<file path="src/rtl/mtm_alu_deserializer.sv">
// Serial input stage of the mtm_Alu: reassembles 11-bit frames into a
// packet of eight DATA bytes plus one CTL byte, validates length, CRC4 and
// opcode, and emits either a one-cycle valid strobe or one error strobe.
module mtm_alu_deserializer #(
  parameter logic [3:0] CRC_INIT = 4'b0000
) (
  input  logic        clk,
  input  logic        rst_n,
  input  logic        sin,
  output logic [31:0] A,
  output logic [31:0] B,
  output logic [2:0]  op,
  output logic        valid,
  output logic        err_data,
  output logic        err_crc,
  output logic        err_op
);

  typedef enum logic [1:0] {
    S_IDLE,
    S_TYPE,
    S_PAYLOAD,
    S_STOP
  } state_t;

  state_t      state_q, state_d;
  logic        type_q, type_d;
  logic [2:0]  bit_cnt_q, bit_cnt_d;
  logic [7:0]  byte_q, byte_d;
  logic        frame_done;
  logic        frame_err;

  logic [63:0] data_q;
  logic [3:0]  count_q;
  logic [31:0] a_q, b_q;
  logic [2:0]  op_q;
  logic        valid_q, err_data_q, err_crc_q, err_op_q;

  logic [2:0]  ctl_op;
  logic [3:0]  ctl_crc;
  logic [3:0]  crc_calc;
  logic        op_legal;

  // Bit-serial CRC4 (x^4+x+1), MSB first; evaluated in parallel when the
  // CTL byte arrives, so no running CRC state has to be carried.
  function automatic logic [3:0] crc4(input logic [67:0] msg, input logic [3:0] seed);
    logic [3:0] c;
    logic       fb;
    c = seed;
    for (int i = 67; i >= 0; i--) begin
      fb = c[3] ^ msg[i];
      c  = {c[2:0], 1'b0} ^ {2'b00, fb, fb};
    end
    return c;
  endfunction

  assign ctl_op   = byte_q[6:4];
  assign ctl_crc  = byte_q[3:0];
  assign crc_calc = crc4({data_q, 1'b1, ctl_op}, CRC_INIT);
  assign op_legal = (ctl_op == 3'b000) || (ctl_op == 3'b001) ||
                    (ctl_op == 3'b100) || (ctl_op == 3'b101);

  // Byte FSM state register
  always_ff @(posedge clk or negedge rst_n) begin
    if (!rst_n) begin
      state_q   <= S_IDLE;
      type_q    <= 1'b0;
      bit_cnt_q <= 3'd0;
      byte_q    <= 8'd0;
    end else begin
      state_q   <= state_d;
      type_q    <= type_d;
      bit_cnt_q <= bit_cnt_d;
      byte_q    <= byte_d;
    end
  end

  // Byte FSM next state: start -> type -> 8 payload bits -> stop check
  always_comb begin
    state_d    = state_q;
    type_d     = type_q;
    bit_cnt_d  = bit_cnt_q;
    byte_d     = byte_q;
    frame_done = 1'b0;
    frame_err  = 1'b0;
    case (state_q)
      S_IDLE: begin
        if (!sin) state_d = S_TYPE;
      end
      S_TYPE: begin
        type_d    = sin;
        bit_cnt_d = 3'd0;
        state_d   = S_PAYLOAD;
      end
      S_PAYLOAD: begin
        byte_d    = {byte_q[6:0], sin};
        bit_cnt_d = bit_cnt_q + 3'd1;
        if (bit_cnt_q == 3'd7) state_d = S_STOP;
      end
      S_STOP: begin
        state_d = S_IDLE;
        if (sin) frame_done = 1'b1;
        else     frame_err  = 1'b1;
      end
      default: state_d = S_IDLE;
    endcase
  end

  // Packet assembly, checks in priority order, and registered strobes
  always_ff @(posedge clk or negedge rst_n) begin
    if (!rst_n) begin
      data_q     <= 64'd0;
      count_q    <= 4'd0;
      a_q        <= 32'd0;
      b_q        <= 32'd0;
      op_q       <= 3'd0;
      valid_q    <= 1'b0;
      err_data_q <= 1'b0;
      err_crc_q  <= 1'b0;
      err_op_q   <= 1'b0;
    end else begin
      valid_q    <= 1'b0;
      err_data_q <= 1'b0;
      err_crc_q  <= 1'b0;
      err_op_q   <= 1'b0;
      if (frame_err) begin
        err_data_q <= 1'b1;
        count_q    <= 4'd0;
      end else if (frame_done) begin
        if (!type_q) begin
          data_q  <= {data_q[55:0], byte_q};
          count_q <= (count_q == 4'd9) ? 4'd9 : count_q + 4'd1;
        end else begin
          count_q <= 4'd0;
          if (count_q != 4'd8) begin
            err_data_q <= 1'b1;
          end else if (ctl_crc != crc_calc) begin
            err_crc_q <= 1'b1;
          end else if (!op_legal) begin
            err_op_q <= 1'b1;
          end else begin
            valid_q <= 1'b1;
            b_q     <= data_q[63:32];
            a_q     <= data_q[31:0];
            op_q    <= ctl_op;
          end
        end
      end
    end
  end

  assign A        = a_q;
  assign B        = b_q;
  assign op       = op_q;
  assign valid    = valid_q;
  assign err_data = err_data_q;
  assign err_crc  = err_crc_q;
  assign err_op   = err_op_q;

endmodule

</file>
<file path="config.mk">
export PLATFORM = sky130hd
export DESIGN_NAME = mtm_alu_deserializer
export DESIGN_NICKNAME = d
export VERILOG_FILES = /design/src/rtl/mtm_alu_deserializer.sv
export SDC_FILE = /design/constraint.sdc
export NUM_CORES = 1
export LEC_CHECK = 0
export CORE_MARGIN = 4
export CORE_UTILIZATION = 59
export CTS_CLUSTER_DIAMETER = 60
export DETAILED_ROUTE_END_ITERATION = 8
export MAX_ROUTING_LAYER = met4
export PLACE_DENSITY_LB_ADDON = 0.3
export SLEW_MARGIN = 20
export SYNTH_ARGS = -nofsm -noshare
export SYNTH_HDL_FRONTEND = slang
export SYNTH_SLANG_ARGS = --single-unit
</file>
<file path="constraint.sdc">
create_clock -name clk -period 13.99 [get_ports clk]
set_clock_uncertainty 0.2 [all_clocks]
set_input_delay 1.399 -clock clk [delete_from_list [all_inputs] [get_ports clk]]
set_output_delay 1.399 -clock clk [all_outputs]
set_load 0.02 [all_outputs]
</file>
# Word-level counts from Yosys, hierarchy flattened

Cells that the tools add are included.

Register bits: 153
Input bits: 3
Output and inout bits: 71
Word-level logic and storage cells: 207

Add/subtract/negate cells: 2
Equality and inequality tests: 12
Mux-type cells: 33
Bitwise logic cells: 137
Reductions and logical operators: 10

Operators by type and width:

| cell                                                | number |
|---|---|
| XOR 4 x 2 -> 4 bit                                  | 66 |
| XOR 1 bit                                           | 64 |
| 2-to-1 mux 1 bit                                    | 25 |
| 2-to-1 mux 4 bit                                    | 4 |
| equality test 3 bit, second input constant          | 3 |
| one-hot mux 2 bit (4 select lines)                  | 1 |
| one-hot mux 3 bit (2 select lines)                  | 1 |
| AND reduction 6 bit                                 | 1 |
| NOT 1 bit                                           | 5 |
| adder 4 x 1 -> 4 bit, second input constant         | 1 |
| equality test 2 bit, second input constant          | 2 |
| equality test 4 bit, second input constant          | 1 |
| 2-to-1 mux 2 bit                                    | 2 |
| inequality test 2 bit, second input constant        | 2 |
| inequality test 4 bit                               | 1 |
| inequality test 4 bit, second input constant        | 1 |
| nonzero test 2 bit                                  | 2 |
| adder 3 x 1 -> 3 bit, second input constant         | 1 |
| equality test 3 x 1 -> 1 bit, second input constant | 1 |
| zero test 3 bit                                     | 1 |
| logical OR 1 bit                                    | 3 |
| AND reduction 3 bit                                 | 1 |
| XOR 3 x 2 -> 3 bit                                  | 1 |
| equality test 2 x 1 -> 1 bit, second input constant | 1 |
| other kinds (3)                                     | 3 |

# Depth between registers and ports, before layout

Word-level depth: 138
Mapped depth: 13
Depth with buffers taken out: 11

# Worst setup path after synthesis

No wires, ideal clock.

Path type: flip-flop to flip-flop
Start point: reg data_q[39]
End point: reg a_q[15], in the netlist A[15]
Library setup time: 0.127 ns
Arrival: 4.103 ns
Required time: 13.663 ns
Setup slack: 9.560 ns
Stages on the path, launching flop included: 14
Path buffers: 2
Clock period less this slack: 4.430 ns
Path through: dfrtp_1 > xnor3_1 > xnor3_1 > xor3_1 > xor3_1 > xor2_1 > xnor3_1 > xor3_1 > nor3_2 > o21ai_1 > a211oi_2 > buf_6 > buf_6 > mux2_1

Word-level cells in the longest chain between the ends: 62
Elaborated cells on any way between the ends: 88
Those cells by class: eq/ne (1); bitwise (86); reduce/logical (1)

Ends and longest elaborated chain:

| what                                            | line   | RTL |
|---|---|---|
| start, declared                                 | 33     | `logic [63:0] data_q;` |
| start signal, assigned                          | 131    | `data_q <= {data_q[55:0], byte_q};` |
| XOR 1 bit *                                     | 51     | `fb = c[3] ^ msg[i];` |
| XOR 4 x 2 -> 4 bit * (3 in series)              | 52     | `c = {c[2:0], 1'b0} ^ {2'b00, fb, fb};` |
| XOR 1 bit or XOR 4 x 2 -> 4 bit (tied branches) | 51, 52 |  |
| XOR 4 x 2 -> 4 bit * (3 in series)              | 52     |  |
| XOR 1 bit or XOR 4 x 2 -> 4 bit (tied branches) | 51, 52 |  |
| XOR 4 x 2 -> 4 bit * (3 in series)              | 52     |  |
| XOR 1 bit or XOR 4 x 2 -> 4 bit (tied branches) | 51, 52 |  |
| XOR 4 x 2 -> 4 bit * (3 in series)              | 52     |  |
| [33 not listed]                                 | -      |  |
| XOR 4 x 2 -> 4 bit * (3 in series)              | 52     |  |
| XOR 1 bit or XOR 4 x 2 -> 4 bit (tied branches) | 51, 52 |  |
| XOR 4 x 2 -> 4 bit * (4 in series)              | 52     |  |
| XOR 1 bit or XOR 4 x 2 -> 4 bit (tied branches) | 51, 52 |  |
| XOR 4 x 2 -> 4 bit *                            | 52     |  |
| inequality test 4 bit *                         | 137    | `end else if (ctl_crc != crc_calc) begin` |
| NOT 1 bit (no source line) *                    | -      |  |
| AND reduction 6 bit (no source line) *          | -      |  |
| end signal, assigned                            | 144    | `a_q <= data_q[31:0];` |
| end, declared                                   | 35     | `logic [31:0] a_q, b_q;` |

Mark *: on every way between the ends. The rest lies on a longest branch, timed or not.
A chain may end at the register's enable or synchronous reset.

# Final worst setup path

Start point: reg data_q[39]
End point: reg b_q[15], in the netlist B[15]

Word-level cells in the longest chain between the ends: 62
Elaborated cells on any way between the ends: 88
Those cells by class: eq/ne (1); bitwise (86); reduce/logical (1)

Ends and longest elaborated chain:

| what                                            | line   | RTL |
|---|---|---|
| XOR 1 bit *                                     | 51     |  |
| XOR 4 x 2 -> 4 bit * (3 in series)              | 52     |  |
| XOR 1 bit or XOR 4 x 2 -> 4 bit (tied branches) | 51, 52 |  |
| XOR 4 x 2 -> 4 bit * (3 in series)              | 52     |  |
| XOR 1 bit or XOR 4 x 2 -> 4 bit (tied branches) | 51, 52 |  |
| XOR 4 x 2 -> 4 bit * (3 in series)              | 52     |  |
| XOR 1 bit or XOR 4 x 2 -> 4 bit (tied branches) | 51, 52 |  |
| XOR 4 x 2 -> 4 bit * (3 in series)              | 52     |  |
| [33 not listed]                                 | -      |  |
| XOR 4 x 2 -> 4 bit * (3 in series)              | 52     |  |
| XOR 1 bit or XOR 4 x 2 -> 4 bit (tied branches) | 51, 52 |  |
| XOR 4 x 2 -> 4 bit * (4 in series)              | 52     |  |
| XOR 1 bit or XOR 4 x 2 -> 4 bit (tied branches) | 51, 52 |  |
| XOR 4 x 2 -> 4 bit *                            | 52     |  |
| inequality test 4 bit *                         | 137    |  |
| NOT 1 bit (no source line) *                    | -      |  |
| AND reduction 6 bit (no source line) *          | -      |  |
| end signal, assigned                            | 143    | `b_q <= data_q[63:32];` |
| end, declared                                   | 35     |  |

Marks and branches as above.

==> flow_metrics.env <==
export IMPL_outcome="finished, final reports clean"
export IMPL_tightest_slew_ps=950.8
export IMPL_fin_nets=573
export IMPL_cts_resized=0
export IMPL_initial_utilization_pct=60.71
export IMPL_hp_class="reg2reg"
export IMPL_die_height_um=119.4
export IMPL_reg2reg_depth=12
export IMPL_worstPathRequired_ps=14100
export IMPL_fin_crit_sh_pct=35.55
export IMPL_worstPathArrival_ps=5080
export IMPL_first_pass_iters=4
export IMPL_crit_buf_inv=1
export IMPL_synth_seq_cells=153
export IMPL_syn_to_final_growth_pct=19.81
export IMPL_met1_length_mm=6.040
export IMPL_r2r_start="data_q[39]"
export IMPL_clk_pin_slew_ps=60
export IMPL_synth_edff_count=0
export IMPL_drv_slew=0
export IMPL_syn_avg_cell_area_sq_um=15.22
export IMPL_crit_path_end_kind="flip-flop"
export IMPL_whs_endpoint="A[19]"
export IMPL_min_delay_start="A[19]"
export IMPL_syn_area_sq_mm=0.007322
export IMPL_ff2ff_setup_slack_ps=9020
export IMPL_setup_viol=0
export IMPL_drive_above_1_share_pct=26.09
export IMPL_cpMaxStageDelayCell="xnor3_1"
export IMPL_post_cts_buffers=0
export IMPL_max_freq_ghz=0.2010
export IMPL_drt_iter0_drc=237
export IMPL_wl_met2_mm=7.391
export IMPL_crit_top_cell="xnor3_1"
export IMPL_rsz0062_at_grt="no"
export IMPL_h_tree_depth=4
export IMPL_antenna_left=0
export IMPL_cp_top_family="XOR/XNOR gates"
export IMPL_path_class="reg2reg"
export IMPL_fp_dieW_um=119.4
export IMPL_via_per_inst=5.459
export IMPL_grt_max_degree=81
export IMPL_cts_tree="done"
export IMPL_min_period_ps=4974
export IMPL_cts_sinks=153
export IMPL_num_rows=40
export IMPL_die_area_sq_mm=0.01426
export IMPL_wl_mm=14.09
export IMPL_synth_ff_type="dfrtp_1"
export IMPL_synth_cell_types=36
export IMPL_gp_congestion=0.8206
export IMPL_clkLatencyLatePin_ps=430
export IMPL_cts_buffer_depth=2
export IMPL_final_hold_viol_count=0
export IMPL_slew_headroom_pct=36.61
export IMPL_n_antenna_cell=0
export IMPL_drc=0
export IMPL_crit_fanout=34
export IMPL_hpwlAfterDp_mm=9.601
export IMPL_synth_fp_nets=492
export IMPL_track_usage_pct=22.01
export IMPL_cts_hold_buf=0
export IMPL_grt_overflow=0
export IMPL_ys_async_sr_fraction_pct=100.0
export IMPL_cts_buffers_inserted=17
export IMPL_postSynthCellCount=481
export IMPL_coreArea_sq_mm=0.01206
export IMPL_yosysWarningCount=0
export IMPL_grt_first_pass_wirelength_mm=23.39
export IMPL_tns_ps=0
export IMPL_wire_per_inst_um=18.96
export IMPL_grt_pass1_vias=4297
export IMPL_path_cells="xnor3_1, xnor3_1, xor2_1, xnor3_1, xnor2_1, xnor3_1, xnor2_1, nor3_1, o211ai_1, a211oi_4, buf_4, mux2_2"
export IMPL_routed_top_layer="met4"
export IMPL_max_cap_viol_count=0
export IMPL_ios=74
export IMPL_start_kind="flip-flop"
export IMPL_cpPeakStageDelay_ps=480
export IMPL_wl_met3_um=451
export IMPL_cts_root_buf="clkbuf_16"
export IMPL_antenna_found_initial=0
export IMPL_synth_seq_area_share_pct=52.29
export IMPL_num_vias=4056
export IMPL_hold_depth=1
export IMPL_r2r_end="B[15]"
export IMPL_io_buffer_count=73
through the flow:
| stage | cell area, sq um | worst slack [ps] | hold slack [ps] | cells | util [%] |
|---|---|---|---|---|---|
| floorplan | 7322 | 9560 | 276.6 | 481 | - |
| global placement | 8204 | 9259 | 271.9 | 711 | 68.02 |
| detailed placement | 8204 | 9105 | 273.7 | 711 | 68.02 |
| CTS | 8772 | 9065 | 287.2 | 743 | 72.73 |
| global route | 8772 | 8852 | 305.4 | 743 | 72.73 |
| finish | 8772 | 9016 | 281.3 | 743 | 72.73 |
area by class of cell:
| class | count | area, sq um |
|---|---|---|
| Inverter | 6 | 22.52 |
| Timing Repair Buffer | 77 | 762.0 |
| Clock inverter | 10 | 93.84 |
| Multi-Input combinational cell | 307 | 3381 |
| Sequential cell | 153 | 3829 |
| Fill cell | 825 | 3289 |
| Clock buffer | 22 | 474.2 |
| Tap cell | 168 | 210.2 |
synth_stat cells (2+ instances only):
library cell	n	share of area, %
mux2_1	29	4.5
o21ai_0	6	0.41
ha_1	8	1.4
nand3_1	5	0.34
xor3_1	5	1.6
xor2_1	18	2.2
and3_1	2	0.17
nor2b_1	4	0.34
nand2_1	3	0.15
dfrtp_1	153	52
o211ai_1	2	0.20
inv_1	6	0.31
clkbuf_1	7	0.36
xnor3_1	26	8.0
buf_4	3	0.31
xnor2_2	3	0.67
nor3_1	3	0.20
nand4_1	2	0.17
mux2_2	110	17
nor2_1	9	0.46
xnor2_1	59	7.1
buf_6	4	0.62
placed cells by master, fill, tap and decap left out, types with 8 or more instances in the layout:
cell type and instances:
ha_1 8, clkdlybuf4s50_1 72, xnor3_1 26, nor2_1 9, xnor2_1 59, xor2_1 18
clkbuf_16 17, mux2_2 110, dfrtp_1 153, mux2_1 29
worst max path at each step:
stage                    start     to  slack [ps]  depth (start not counted)
finish              data_q[39]  B[15]        9020                         12
global route        data_q[44]   B[9]        8850                         12
CTS                 data_q[44]  B[15]        9060                         12
detailed placement  data_q[39]  A[14]        9110                         12
global placement    data_q[44]  A[31]        9260                         12
floorplan           data_q[39]  A[15]        9560                         13
worst reg2reg max path: cells and delay by family, from the launching register on:
kind            cells  cell delay, ps
buf+inv             1             420
flops               1             440
simple gates        1             330
mux                 1             430
xor+xnor            7            2540
compound gates      2             500
metal layers:
layer  up-vias  GRT usage (%)
met1      2117          26.92
met3        24          5.840
li1       1838              -
met5         -              -
met4         0          6.442
met2        77          36.35
flip-flops by register name (all words and copies together) (netlist names):
signal     flops
type_q         1
byte_q         8
B             32
valid          1
op             3
data_q        64
A             32
state_q        2
err_op         1
count_q        4
err_crc        1
bit_cnt_q      3
err_data       1
cells by family (layout without fill, tap and decap cells):
family | count (synthesis) | in the layout | synth area share [%]
buf+inv | 21 | 115 | 1.640
xor+xnor | 111 | 111 | 19.50
mux | 139 | 139 | 21.38
simple gates | 33 | 33 | 2.375
compound gates | 16 | 16 | 1.452
fa+ha+maj | 8 | 8 | 1.367
flops | 153 | 153 | 52.29
Power is left out: the tool's default activity adds up to more than one toggle a clock period on the data nets, which glitch-free logic cannot reach.
